--- src/rtl/spu_issue_scheduler.sv ---
`timescale 1ns/1ps
// spu_issue_scheduler: round-robin issue of two requesters' SPU operations onto one
// shared datapath, with fixed-latency result tracking and per-requester response FIFOs.
// Ports: clk/rst_n (async active-low), enable; req0/req1 valid/ready/data (16-bit op);
//   resp0/resp1 valid/ready/data (8-bit result); dp_valid/dp_ui/dp_uio issue bus,
//   dp_result return; busy; grant_cnt0/grant_cnt1 statistics.
// Optional feature: define SPU_SCHED_STATS_EN to build saturating per-requester grant counters.

// spu_resp_fifo: first-word-fall-through 8-bit response queue, DEPTH entries.
// Latency: a pushed entry appears at the head the cycle after the push.
// Backpressure: none; a push while full is dropped, so the producer must hold a free slot.
module spu_resp_fifo #(
    parameter int DEPTH = 2
) (
    input  logic       clk,
    input  logic       rst_n,
    input  logic       push,
    input  logic [7:0] push_data,
    input  logic       pop,
    output logic       head_valid,
    output logic [7:0] head_data
);
    localparam int PW = (DEPTH > 1) ? $clog2(DEPTH) : 1;
    localparam int CW = $clog2(DEPTH + 1);

    logic [7:0]    mem [2**PW];
    logic [PW-1:0] rd_ptr;
    logic [PW-1:0] wr_ptr;
    logic [CW-1:0] count;
    logic          do_push;
    logic          do_pop;

    function automatic logic [PW-1:0] ptr_next(input logic [PW-1:0] p);
        ptr_next = (p == PW'(DEPTH - 1)) ? '0 : p + PW'(1);
    endfunction

    assign head_valid = (count != '0);
    assign head_data  = head_valid ? mem[rd_ptr] : 8'h00;
    assign do_pop     = pop && head_valid;
    // A full FIFO may still accept a push when its head leaves in the same cycle.
    assign do_push    = push && ((count != CW'(DEPTH)) || do_pop);

    always_ff @(posedge clk) begin
        if (do_push) begin
            mem[wr_ptr] <= push_data;
        end
    end

    always_ff @(posedge clk or negedge rst_n) begin
        if (!rst_n) begin
            rd_ptr <= '0;
            wr_ptr <= '0;
            count  <= '0;
        end else begin
            if (do_push) begin
                wr_ptr <= ptr_next(wr_ptr);
            end
            if (do_pop) begin
                rd_ptr <= ptr_next(rd_ptr);
            end
            case ({do_push, do_pop})
                2'b10:   count <= count + CW'(1);
                2'b01:   count <= count - CW'(1);
                default: count <= count;
            endcase
        end
    end
endmodule

// spu_issue_scheduler: two-way round-robin arbiter feeding one SPU datapath.
// Latency: issue is combinational; a result reaches its response port DP_LATENCY+1 cycles after issue.
// Backpressure: per-requester credits stop grants once the response FIFO could overflow.
module spu_issue_scheduler #(
    parameter int DP_LATENCY = 2,
    parameter int RESP_DEPTH = 2
) (
    input  logic        clk,
    input  logic        rst_n,
    input  logic        enable,
    input  logic        req0_valid,
    output logic        req0_ready,
    input  logic [15:0] req0_data,
    input  logic        req1_valid,
    output logic        req1_ready,
    input  logic [15:0] req1_data,
    output logic        resp0_valid,
    input  logic        resp0_ready,
    output logic [7:0]  resp0_data,
    output logic        resp1_valid,
    input  logic        resp1_ready,
    output logic [7:0]  resp1_data,
    output logic        dp_valid,
    output logic [7:0]  dp_ui,
    output logic [7:0]  dp_uio,
    input  logic [7:0]  dp_result,
    output logic        busy,
    output logic [7:0]  grant_cnt0,
    output logic [7:0]  grant_cnt1
);
    localparam int             CRW         = $clog2(RESP_DEPTH + 1);
    localparam logic [CRW-1:0] CREDIT_INIT = CRW'(RESP_DEPTH);

    logic [CRW-1:0]        credit0;
    logic [CRW-1:0]        credit1;
    logic                  rr_ptr;
    logic                  elig0;
    logic                  elig1;
    logic                  grant0;
    logic                  grant1;
    logic                  pop0;
    logic                  pop1;
    logic [DP_LATENCY-1:0] trk_vld;
    logic [DP_LATENCY-1:0] trk_id;
    logic                  ret_vld;
    logic                  ret_id;

    // Gating with rst_n keeps ready and the issue bus quiet while reset is held,
    // even though the credit registers already show a full allowance.
    assign elig0 = rst_n && enable && req0_valid && (credit0 != '0);
    assign elig1 = rst_n && enable && req1_valid && (credit1 != '0);

    assign grant0 = elig0 && (!elig1 || !rr_ptr);
    assign grant1 = elig1 && (!elig0 ||  rr_ptr);

    assign req0_ready = grant0;
    assign req1_ready = grant1;
    assign dp_valid   = grant0 || grant1;

    always_comb begin
        dp_ui  = 8'h00;
        dp_uio = 8'h00;
        if (grant0) begin
            {dp_uio, dp_ui} = req0_data;
        end else if (grant1) begin
            {dp_uio, dp_ui} = req1_data;
        end
    end

    assign pop0 = resp0_valid && resp0_ready;
    assign pop1 = resp1_valid && resp1_ready;

    function automatic logic [CRW-1:0] credit_next(input logic [CRW-1:0] cur,
                                                   input logic           grant,
                                                   input logic           pop);
        case ({grant, pop})
            2'b10:   credit_next = cur - CRW'(1);
            2'b01:   credit_next = cur + CRW'(1);
            default: credit_next = cur;
        endcase
    endfunction

    always_ff @(posedge clk or negedge rst_n) begin
        if (!rst_n) begin
            credit0 <= CREDIT_INIT;
            credit1 <= CREDIT_INIT;
            rr_ptr  <= 1'b0;
        end else begin
            credit0 <= credit_next(credit0, grant0, pop0);
            credit1 <= credit_next(credit1, grant1, pop1);
            if (grant0) begin
                rr_ptr <= 1'b1;
            end else if (grant1) begin
                rr_ptr <= 1'b0;
            end
        end
    end

    // Stage i holds the issue made i+1 cycles ago; the last stage lines up with dp_result.
    always_ff @(posedge clk or negedge rst_n) begin
        if (!rst_n) begin
            trk_vld <= '0;
            trk_id  <= '0;
        end else begin
            trk_vld[0] <= dp_valid;
            trk_id[0]  <= grant1;
            for (int i = 1; i < DP_LATENCY; i++) begin
                trk_vld[i] <= trk_vld[i-1];
                trk_id[i]  <= trk_id[i-1];
            end
        end
    end

    assign ret_vld = trk_vld[DP_LATENCY-1];
    assign ret_id  = trk_id[DP_LATENCY-1];

    spu_resp_fifo #(.DEPTH(RESP_DEPTH)) u_fifo0 (
        .clk        (clk),
        .rst_n      (rst_n),
        .push       (ret_vld && !ret_id),
        .push_data  (dp_result),
        .pop        (resp0_ready),
        .head_valid (resp0_valid),
        .head_data  (resp0_data)
    );

    spu_resp_fifo #(.DEPTH(RESP_DEPTH)) u_fifo1 (
        .clk        (clk),
        .rst_n      (rst_n),
        .push       (ret_vld && ret_id),
        .push_data  (dp_result),
        .pop        (resp1_ready),
        .head_valid (resp1_valid),
        .head_data  (resp1_data)
    );

    assign busy = (|trk_vld) || resp0_valid || resp1_valid;

`ifdef SPU_SCHED_STATS_EN
    logic [7:0] cnt0;
    logic [7:0] cnt1;

    always_ff @(posedge clk or negedge rst_n) begin
        if (!rst_n) begin
            cnt0 <= 8'h00;
            cnt1 <= 8'h00;
        end else begin
            if (grant0 && (cnt0 != 8'hFF)) begin
                cnt0 <= cnt0 + 8'd1;
            end
            if (grant1 && (cnt1 != 8'hFF)) begin
                cnt1 <= cnt1 + 8'd1;
            end
        end
    end

    assign grant_cnt0 = cnt0;
    assign grant_cnt1 = cnt1;
`else
    assign grant_cnt0 = 8'h00;
    assign grant_cnt1 = 8'h00;
`endif
endmodule

--- config.mk ---
export PLATFORM = sky130hd
export DESIGN_NAME = spu_issue_scheduler
export DESIGN_NICKNAME = d
export VERILOG_FILES = /design/src/rtl/spu_issue_scheduler.sv
export SDC_FILE = /design/constraint.sdc
export NUM_CORES = 1
export LEC_CHECK = 0
export CAP_MARGIN = 20
export CELL_PAD_IN_SITES_DETAIL_PLACEMENT = 0
export CELL_PAD_IN_SITES_GLOBAL_PLACEMENT = 1
export CORE_MARGIN = 10
export CORE_UTILIZATION = 30
export CTS_CLUSTER_DIAMETER = 200
export DETAILED_ROUTE_END_ITERATION = 10
export PLACE_DENSITY_LB_ADDON = 0.1
export REMOVE_ABC_BUFFERS = 1
export SYNTH_ARGS = -nofsm -noshare
export SYNTH_HDL_FRONTEND = slang
export SYNTH_HIERARCHICAL = 1
export SYNTH_SLANG_ARGS = --single-unit
--- constraint.sdc ---
create_clock -name clk -period 1.8 [get_ports clk]
set_clock_uncertainty 0.1 [all_clocks]
set_input_delay 0.36 -clock clk [delete_from_list [all_inputs] [get_ports clk]]
set_output_delay 0.36 -clock clk [all_outputs]
set_load 0.05 [all_outputs]
==> results_dict.tcl, run 1 <==
set metrics [dict create \
    end_kind "output pin" \
    first_pass_iters 4 \
    tns_ns -9.084 \
    place_ws_ns -0.6442 \
    max-slew-margin-rel 0.6623 \
    critPathArrivalTime_ns 1.81 \
    rsz0062_at_grt "yes" \
    cp-startpoint "credit1[0]" \
    hp-class "in2async" \
    p_leak_uw 0.001923 \
    cts_buffers 5 \
    cts_tree "done" \
    nNetsFinal 415 \
    numClockSinks 49 \
    violations "negative setup slack" \
    gp_congestion 0.6757 \
    syn_area_mm2 0.002668 \
    area_delta_synth_final_pct 67.45 \
    async_flop_share 0.3469 \
    cts_max_path_buffers 2 \
    io_buffers 84 \
    cts_root_buffer "clkbuf_8" \
    ioPinCount 101 \
    synth_commonest_cells "inv_1 (37), edfxtp_1 (32), nor2_1 (24), mux2i_1 (18), buf_4 (17)" \
    yosysTopAreaCell "edfxtp_1" \
    r2r_start "credit1[1]" \
    synth.area.top_cells "edfxtp_1 (36%), dfrtp_1 (14%), mux2i_1 (6.8%)" \
    clk_latency_ns 0.30 \
    vias 2146 \
    synth_ff_type "edfxtp_1" \
    die_w_um 114.3 \
    worstPathMaxFanout 5 \
    rows 34 \
    dieHeight_um 114.3 \
    dpl.hpwl_mm 5.607 \
    post-route-worst-setup-slack_ns -0.4711 \
    coreArea_mm2 0.008678 \
    slew_viol_final 0 \
    syn_inst 238 \
    vias_per_cell 4.518 \
    ys_seq_area_frac 0.5206 \
    synth.avg_cell_area_um2 11.21 \
    drcViolationCount 0 \
    wl_per_cell_um 16.02 \
    start_util 0.3074 \
    grt_first_pass_wirelength_mm 11.92 \
    fillCellCount 781 \
    grt.total_usage 0.1140 \
    power_density_mw_per_mm2 1128 \
    yosysMostFrequentCell "inv_1" \
    final_antenna_net_count 0 \
    r2r_cells 9 \
    fmax_mhz 440.3 \
    crit_type "reg2out" \
    critPathRequiredTime_ns 1.34 \
    r2r-end "credit1[1]" \
    outcome "complete, but fails checks" \
    antenna_found_initial 0 \
    synth_edf_count 32 \
    first_global_vias 2207 \
    die_area_mm2 0.01306 \
    hold_viol 0 \
    cts_hold_buf 0 \
    fin_crit_sh 1.262 \
    ys_warn_count 6 \
    min_period_ns 2.271 \
    r2r_slack_ns -0.25 \
    critPathLaunchType "register" \
    antenna_cells 0 \
    clk_pin_slew_ns 0.09 \
    drt_iter0_drc 71 \
    grt_max_degree 19 \
    ctsHtreeMaxLevel 2 \
    wirelength_mm 7.608 \
    grt-ovfl-total 0 \
    cap_violations 0 \
    setup_viol 24 \
    max-vdd-ir-drop_v 0.0005977 \
    ys_types 40 \
    tightest_slew_ns 0.5055 \
    synth_top_area_share 0.3602 \
    layout-drive-gt1-share 0.3869 \
    ys_seq_elements 49 \
    critPathCapture "dp_ui[7]" \
]
cells in the final DEF, fill, tap and decap left out, types with 4 or more instances in the layout:
cell	n
nor2_1	16
xor2_1	4
edfxtp_1	32
mux2i_1	15
nor2_2	6
a311o_2	7
buf_6	22
clkdlybuf4s50_1	43
dfrtp_1	14
o21ai_2	8
clkbuf_8	5
o21ai_4	10
buf_4	41
conb_1	16
xnor2_1	4
a311o_1	9
inv_1	35
buf_12	18
where the power goes:
| part | switching, uW | internal (uW) | total, uW |
|---|---|---|---|
| Combinational | 1570 | 1300 | 2870 |
| Sequential | 130 | 1410 | 1540 |
| Clock | 355 | 270 | 625 |
metal layers:
layer | up-vias | routed length (um) | GRT usage
li1 | 1055 | - | -
met1 | 1017 | 3064 | 0.1379
met2 | 69 | 3779 | 0.1879
met3 | 5 | 702 | 0.04193
met4 | 0 | 62 | 0.02757
met5 | - | 0 | 0
final cells by class:
class	instances	area (um2)	area share
Timing Repair Buffer	133	1505	0.3370
Sequential cell	49	1390	0.3112
Multi-Input combinational cell	140	1209	0.2706
Inverter	37	143.9	0.03221
Tap cell	108	135.1	0.03025
Clock buffer	6	72.57	0.01625
Clock inverter	2	11.26	0.002521
through the flow:
stage	hold slack, ns	utilization	instance area (um2)	total power (uW)	std cells
after floorplan	-0.03559	-	2512	2922	226
after global placement	0.2323	0.4484	3891	3924	451
after detailed placement	0.2379	0.4484	3891	3936	451
after CTS	0.1772	0.4978	4320	4918	474
after global routing	0.1992	0.5147	4467	5302	475
final	0.1684	0.5147	4467	5036	475
timing repair:
item,CTS,global route
pin swaps,22,25
cloned,3,0
resized for setup,56,41
setup endpoints to repair,53,40
buffers inserted,12,3
kinds of logic after synthesis:
kind of cell / Yosys count / synth area share
mux: 18 / 0.06754
xor+xnor: 9 / 0.02955
other cells: 1 / 0.001406
fa+ha+maj: 2 / 0.009379
compound gates: 46 / 0.1421
buf+inv: 64 / 0.1313
flops: 49 / 0.5206
simple gates: 49 / 0.09803
worst max-delay path: stages (launching register included):
cell	delay (ns)
dfrtp_1	0.40
o2111a_2	0.30
buf_4	0.17
a311o_2	0.41
o21ai_4	0.08
buf_12	0.15
flip-flops by register name (all words and copies together), names as in the netlist, 2 cells and up:
register	cells
u_fifo1/count	2
credit1	2
trk_id	2
credit0	2
u_fifo0/count	2
trk_vld	2
u_fifo1/mem	16
u_fifo0/mem	16
how the worst min path moves through the flow:
| stage | from | to | slack [ns] | cells past startpoint |
|---|---|---|---|---|
| floorplan | rst_n | credit0[0] | -0.04 | 0 |
| global placement | trk_id[0] | trk_id[1] | 0.23 | 0 |
| global route | rst_n | u_fifo1/wr_ptr | 0.20 | 2 |
| CTS | rst_n | u_fifo1/wr_ptr | 0.18 | 2 |
| finish | rst_n | u_fifo1/wr_ptr | 0.17 | 2 |
| detailed placement | trk_id[0] | trk_id[1] | 0.24 | 0 |
Note: power is estimated with default switching activity, not from simulation.
==> inputs of run 2 (changes only) <==
--- a/config.mk
+++ b/config.mk
@@ -10,7 +10,7 @@
 export CELL_PAD_IN_SITES_GLOBAL_PLACEMENT = 1
 export CORE_MARGIN = 10
 export CORE_UTILIZATION = 30
-export CTS_CLUSTER_DIAMETER = 200
+export CTS_CLUSTER_SIZE = 40
 export DETAILED_ROUTE_END_ITERATION = 10
 export PLACE_DENSITY_LB_ADDON = 0.1
 export REMOVE_ABC_BUFFERS = 1
==> results of run 2 <==
Final layout, timing and power as in run 1 (identical DEF).
